===== config.mk =====
export PLATFORM = sky130hd
export DESIGN_NAME = dmem_bus_bridge
export DESIGN_NICKNAME = d
export VERILOG_FILES = /design/src/rtl/dmem_bus_pkg.sv /design/src/rtl/dmem_timeout_cnt.sv /design/src/rtl/dmem_bus_bridge.sv
export SDC_FILE = /design/constraint.sdc
export NUM_CORES = 1
export LEC_CHECK = 0
export ABC_AREA = 1
export CORE_MARGIN = 2
export CORE_UTILIZATION = 45
export DETAILED_ROUTE_END_ITERATION = 10
export PLACE_DENSITY = 0.85
export SETUP_SLACK_MARGIN = 0.4
export SYNTH_ARGS = -nofsm -noshare
export SYNTH_HDL_FRONTEND = slang
export SYNTH_SLANG_ARGS = --single-unit

===== constraint.sdc =====
create_clock -name clk -period 3.8 [get_ports clk]
set_clock_uncertainty 0.1 [all_clocks]
set_input_delay 0.38 -clock clk [delete_from_list [all_inputs] [get_ports clk]]
set_output_delay 0.38 -clock clk [all_outputs]
set_load 0.02 [all_outputs]

===== src/rtl/dmem_bus_pkg.sv =====
// Shared types and default widths for the data-memory bus bridge.
package dmem_bus_pkg;

    localparam int ADDR_W_DEF = 32;
    localparam int DATA_W_DEF = 32;
    localparam int STRB_W_DEF = DATA_W_DEF / 8;

    typedef enum logic [1:0] {
        IDLE = 2'd0,
        ADDR = 2'd1,
        RESP = 2'd2,
        DONE = 2'd3
    } state_e;

endpackage


===== src/rtl/dmem_timeout_cnt.sv =====
// Cycle counter for the ADDR/RESP wait phases; expired fires on the cycle whose
// increment would bring the count to TIMEOUT. TIMEOUT = 0 disables it.
module dmem_timeout_cnt #(
    parameter int TIMEOUT = 255
) (
    input  logic clk,
    input  logic rst,
    input  logic clear,
    input  logic enable,
    output logic expired
);

    localparam int CNT_W = (TIMEOUT > 0) ? $clog2(TIMEOUT + 1) : 1;

    logic [CNT_W-1:0] cnt_q, cnt_d;

    always_comb begin
        cnt_d = cnt_q;
        if (clear) begin
            cnt_d = '0;
        end else if (enable) begin
            cnt_d = cnt_q + 1'b1;
        end
    end

    always_ff @(posedge clk or posedge rst) begin
        if (rst) begin
            cnt_q <= '0;
        end else begin
            cnt_q <= cnt_d;
        end
    end

    assign expired = (TIMEOUT != 0) && enable && (cnt_q == CNT_W'(TIMEOUT - 1));

endmodule


===== src/rtl/dmem_bus_bridge.sv =====
// Turns one held load/store request from the memory-access stage into a single
// valid/ready bus transaction, stalling the pipeline until the response returns.
module dmem_bus_bridge
    import dmem_bus_pkg::*;
#(
    parameter int ADDR_W  = ADDR_W_DEF,
    parameter int DATA_W  = DATA_W_DEF,
    parameter int STRB_W  = STRB_W_DEF,
    parameter int TIMEOUT = 255
) (
    input  logic              clk,
    input  logic              rst,
    input  logic              req_valid,
    input  logic              req_write,
    input  logic [ADDR_W-1:0] req_addr,
    input  logic [DATA_W-1:0] req_wdata,
    input  logic [STRB_W-1:0] req_strobe,
    output logic              req_ready,
    output logic              stall,
    output logic              rsp_valid,
    output logic [DATA_W-1:0] rsp_rdata,
    output logic              rsp_err,
    output logic              bus_avalid,
    input  logic              bus_aready,
    output logic              bus_awrite,
    output logic [ADDR_W-1:0] bus_addr,
    output logic [DATA_W-1:0] bus_wdata,
    output logic [STRB_W-1:0] bus_wstrb,
    input  logic              bus_rvalid,
    input  logic [DATA_W-1:0] bus_rdata,
    input  logic              bus_rerr
);

    state_e              state_q, state_d;
    logic                write_q, write_d;
    logic [ADDR_W-1:2]   addr_q,  addr_d;
    logic [DATA_W-1:0]   wdata_q, wdata_d;
    logic [STRB_W-1:0]   strb_q,  strb_d;
    logic [DATA_W-1:0]   rdata_q, rdata_d;
    logic                err_q,   err_d;

    logic tmo_clear, tmo_en, tmo_expired;

    // The bus is word-addressed; byte offset is resolved upstream.
    logic unused_addr_bits;
    assign unused_addr_bits = ^req_addr[1:0];

    dmem_timeout_cnt #(
        .TIMEOUT (TIMEOUT)
    ) u_timeout (
        .clk     (clk),
        .rst     (rst),
        .clear   (tmo_clear),
        .enable  (tmo_en),
        .expired (tmo_expired)
    );

    // NOTE: every signal assigned here gets a default first, so no path can infer a latch.
    always_comb begin
        state_d    = state_q;
        write_d    = write_q;
        addr_d     = addr_q;
        wdata_d    = wdata_q;
        strb_d     = strb_q;
        rdata_d    = rdata_q;
        err_d      = err_q;
        tmo_clear  = 1'b0;
        tmo_en     = 1'b0;
        req_ready  = 1'b0;
        stall      = 1'b0;
        rsp_valid  = 1'b0;
        bus_avalid = 1'b0;

        unique case (state_q)
            IDLE: begin
                req_ready = 1'b1;
                if (req_valid) begin
                    stall     = 1'b1;
                    tmo_clear = 1'b1;
                    write_d   = req_write;
                    addr_d    = req_addr[ADDR_W-1:2];
                    wdata_d   = req_wdata;
                    strb_d    = req_write ? req_strobe : '0;
                    rdata_d   = '0;
                    err_d     = 1'b0;
                    // A store that enables no bytes completes without touching the bus.
                    state_d   = (req_write && (req_strobe == '0)) ? DONE : ADDR;
                end
            end
            ADDR: begin
                stall      = 1'b1;
                bus_avalid = 1'b1;
                tmo_en     = 1'b1;
                if (tmo_expired) begin
                    err_d   = 1'b1;
                    state_d = DONE;
                end else if (bus_aready) begin
                    state_d = RESP;
                end
            end
            RESP: begin
                stall  = 1'b1;
                tmo_en = 1'b1;
                if (bus_rvalid) begin
                    rdata_d = (write_q || bus_rerr) ? '0 : bus_rdata;
                    err_d   = bus_rerr;
                    state_d = DONE;
                end else if (tmo_expired) begin
                    err_d   = 1'b1;
                    state_d = DONE;
                end
            end
            DONE: begin
                rsp_valid = 1'b1;
                state_d   = IDLE;
            end
            default: state_d = IDLE;
        endcase
    end

    // NOTE: command and response registers are few and cheap, so all of them reset to zero.
    always_ff @(posedge clk or posedge rst) begin
        if (rst) begin
            state_q <= IDLE;
            write_q <= 1'b0;
            addr_q  <= '0;
            wdata_q <= '0;
            strb_q  <= '0;
            rdata_q <= '0;
            err_q   <= 1'b0;
        end else begin
            // NOTE: non-blocking assignments keep every flop updating from pre-edge values.
            state_q <= state_d;
            write_q <= write_d;
            addr_q  <= addr_d;
            wdata_q <= wdata_d;
            strb_q  <= strb_d;
            rdata_q <= rdata_d;
            err_q   <= err_d;
        end
    end

    // Bus and response outputs are zero outside their owning state.
    assign bus_awrite = bus_avalid & write_q;
    assign bus_addr   = bus_avalid ? {addr_q, 2'b00} : '0;
    assign bus_wdata  = bus_avalid ? wdata_q : '0;
    assign bus_wstrb  = bus_avalid ? strb_q : '0;
    assign rsp_rdata  = rsp_valid ? rdata_q : '0;
    assign rsp_err    = rsp_valid & err_q;

endmodule


==> impl_metrics.toml <==
[outcome]
status = "completed"

[cts]
cts_tree = "built"
post_cts_buffers = 0
clkTransAtPathRegs_ps = 70
htree_levels = 3
cts_sinks = 110
ctsHoldBuffers = 0
clk_path_buf_depth = 2
root_buffer = "clkbuf_16"
cts-buffers-inserted = 9
insertion_delay_ps = 340
cts_resized = 0

[timing]
hold_viol = 0
fin_setup_tns_ps = 0
slew_headroom_pct = 46.0
hold_slack_ps = 380
layout_min_cycle_time_ps = 3010
grt_setup_unrepaired = "no"
setup_viol = 0
worst_pin_slew_ps = 810
fmax_mhz = 332
fin_crit_sh_pct = 79.2
drv_slew = 0

[floorplanning]
die_area_um2 = 13300
ios = 213
core_um2 = 12100
start_util_pct = 46.4
die-width_um = 115
chipHeight_um = 115
rows = 40

[yosys]
synth.avg_cell_area_um2 = 7.62
yosysWarnings = 0
synth.distinct_cells = 29
synth.area.top_cells = "dfrtp_1 (49%), nand2_1 (24%), inv_1 (7.7%), a21oi_2 (5.0%), nor2_2 (2.6%)"
synth_ff_type = "dfrtp_1"
ys_seq_elements = 110
synth_most_common_cell = "nand2_1"
synth_xor_area_share_pct = 0
synthSimpleGateAreaFrac_pct = 30.2
synth_fa_ha_area_share_pct = 1.34
synthMuxAreaShare_pct = 0
syn_inst = 734
synth_top_area_share_pct = 49.2
synth_seq_area_share_pct = 49.2
synth_compound_area_share_pct = 6.87
synth_area_um2 = 5590
synth.largest_area_cell = "dfrtp_1"
synth_edf_count = 0
ys_async_sr_fraction_pct = 100
ys_top_cells_by_count = "nand2_1 (353), inv_1 (115), dfrtp_1 (110), a21oi_2 (32), nor2_2 (23)"
synth_top_family_by_area = "simple AND/OR/NAND/NOR gates"

[critical_path]
crit_buf_inv = 4
setup.worst_path.start_class = "flip-flop"
crit_path_end_kind = "output pin"
crit_chain = "inv_1 > ha_2 > buf_12 > nand2_1 > inv_1 > clkdlybuf4s50_1"
crit_type = "flip-flop to output pin"
slowest_stage = "clkdlybuf4s50_1"
path_max_fanout = 43
crit_arrival_ps = 2530
worst_path_most_repeated_cell = "inv_1"
path_delay_family = "buffers and inverters"
max_stage_delay_ps = 630
required_ps = 3320

[route]
ant_nets = 0
dr.first_iter.drc_count = 326
first_pass_iters = 5
wl_per_cell_um = 12.1
avgViaCountPerCell = 4.42
wl_um = 13300
num_vias = 4853
drc = 0

[cells_and_area]
nNetsFinal = 1038
antenna_cells = 0
fillCellCount = 1023
synthToLayoutAreaGrowth_pct = 43.6
layout-drive-gt1-share_pct = 9.89

[hold_path]
hp-class = "flip-flop to flip-flop"

[global_routing]
grt_max_degree = 66
grt_pass1_wl_um = 21900
grt_pass1_vias = 4669
antenna_found_initial = 0
grtUsageTotal_pct = 20.3
overflow = 0

[placed_design]
dp_hpwl_um = 9270
portBuffers = 208
gp_congestion = 0.827

[power]
pwr_density_cell_nw_per_um2 = 770
worst_ir_drop_vdd_mv = 0.373
p_leak_nw = 4.37
power_mw = 6.19

[flow_run]
maxCapViolations = 0
[placed cells by master (no fill, tap or decap), drive strengths merged]
cell type      count
nand4              2
nor2              48
buf                9
dfrtp            110
inv              117
o21ai              8
nand3              5
nand2            354
a31oi              1
clkbuf            12
a211oi             1
clkdlybuf4s50    208
a21oi             38
ha                 6
conb               2
a32o               2
nor3b              1
nor3               1
or2                1
clkinv             4
[sequential cells by signal, summed over array words and instances, names as in the netlist]
name	flops
rdata_q	32
wdata_q	32
addr_q	30
u_timeout.cnt_q	8
strb_q	4
state_q	2
err_q	1
write_q	1
[where the power goes]
part,switching [mW],internal (mW)
combinational,1.87,1.35
clock,0.413,0.484
sequential,0.340,1.73
total,2.62,3.56
[kinds of logic after synthesis]
logic type | after synthesis
fa+ha+maj | 6
other cells | 1
compound gates | 50
simple gates | 412
buf+inv | 155
flops | 110
[metrics by stage]
stage / setup WS (ps) / std cells / utilization [%] / area (µm²)
floorplan: 418 / 735 / - / 5600
global placement: 1140 / 1082 / 64.2 / 7750
detailed placement: 1140 / 1082 / 64.2 / 7750
CTS: 781 / 1098 / 66.6 / 8030
global route: 605 / 1098 / 66.6 / 8030
finish: 791 / 1098 / 66.6 / 8030
[worst paths after layout]
| path | to | from | cells after the start | slack, ps |
|---|---|---|---|---|
| worst max-delay path | bus_wstrb[0] | state_q[1]$_DFFE_PP0P_ | 6 | 790 |
| worst min-delay path | addr_q[8]$_DFFE_PP0P_ | addr_q[8]$_DFFE_PP0P_ | 2 | 380 |
| worst max register to register | rdata_q[0]$_DFFE_PP0P_ | state_q[0]$_DFFE_PP0P_ | 9 | 1270 |
| worst min register to register | addr_q[8]$_DFFE_PP0P_ | addr_q[8]$_DFFE_PP0P_ | 2 | 380 |
| max in group asynchronous | rdata_q[11]$_DFFE_PP0P_ | rst | 3 | 2420 |
| min in group asynchronous | addr_q[15]$_DFFE_PP0P_ | rst | 2 | 450 |
[layer usage]
metal,track usage (%),up-vias,part of all wire [%]
met5,0,-,0
met4,7.31,0,2.4
li1,-,2510,-
met3,4.60,23,6.1
met1,26.5,2177,44
met2,33.3,143,48
[tightest hold or removal path: cells and delay by family (launching register included)]
family / cells / cell delay, ps
flops: 1 / 340
simple gates: 2 / 100
[final cells by class]
cell class | instances | area, µm² | share of cell area, %
clock buffer | 12 | 256 | 3.19
clock inverter | 4 | 31.3 | 0.389
inverter | 117 | 442 | 5.50
multi-input combinational | 470 | 2170 | 27.0
sequential | 110 | 2750 | 34.3
tap | 168 | 210 | 2.62
timing repair buffer | 217 | 2170 | 27.1
Note: power is estimated with default switching activity, not from simulation.
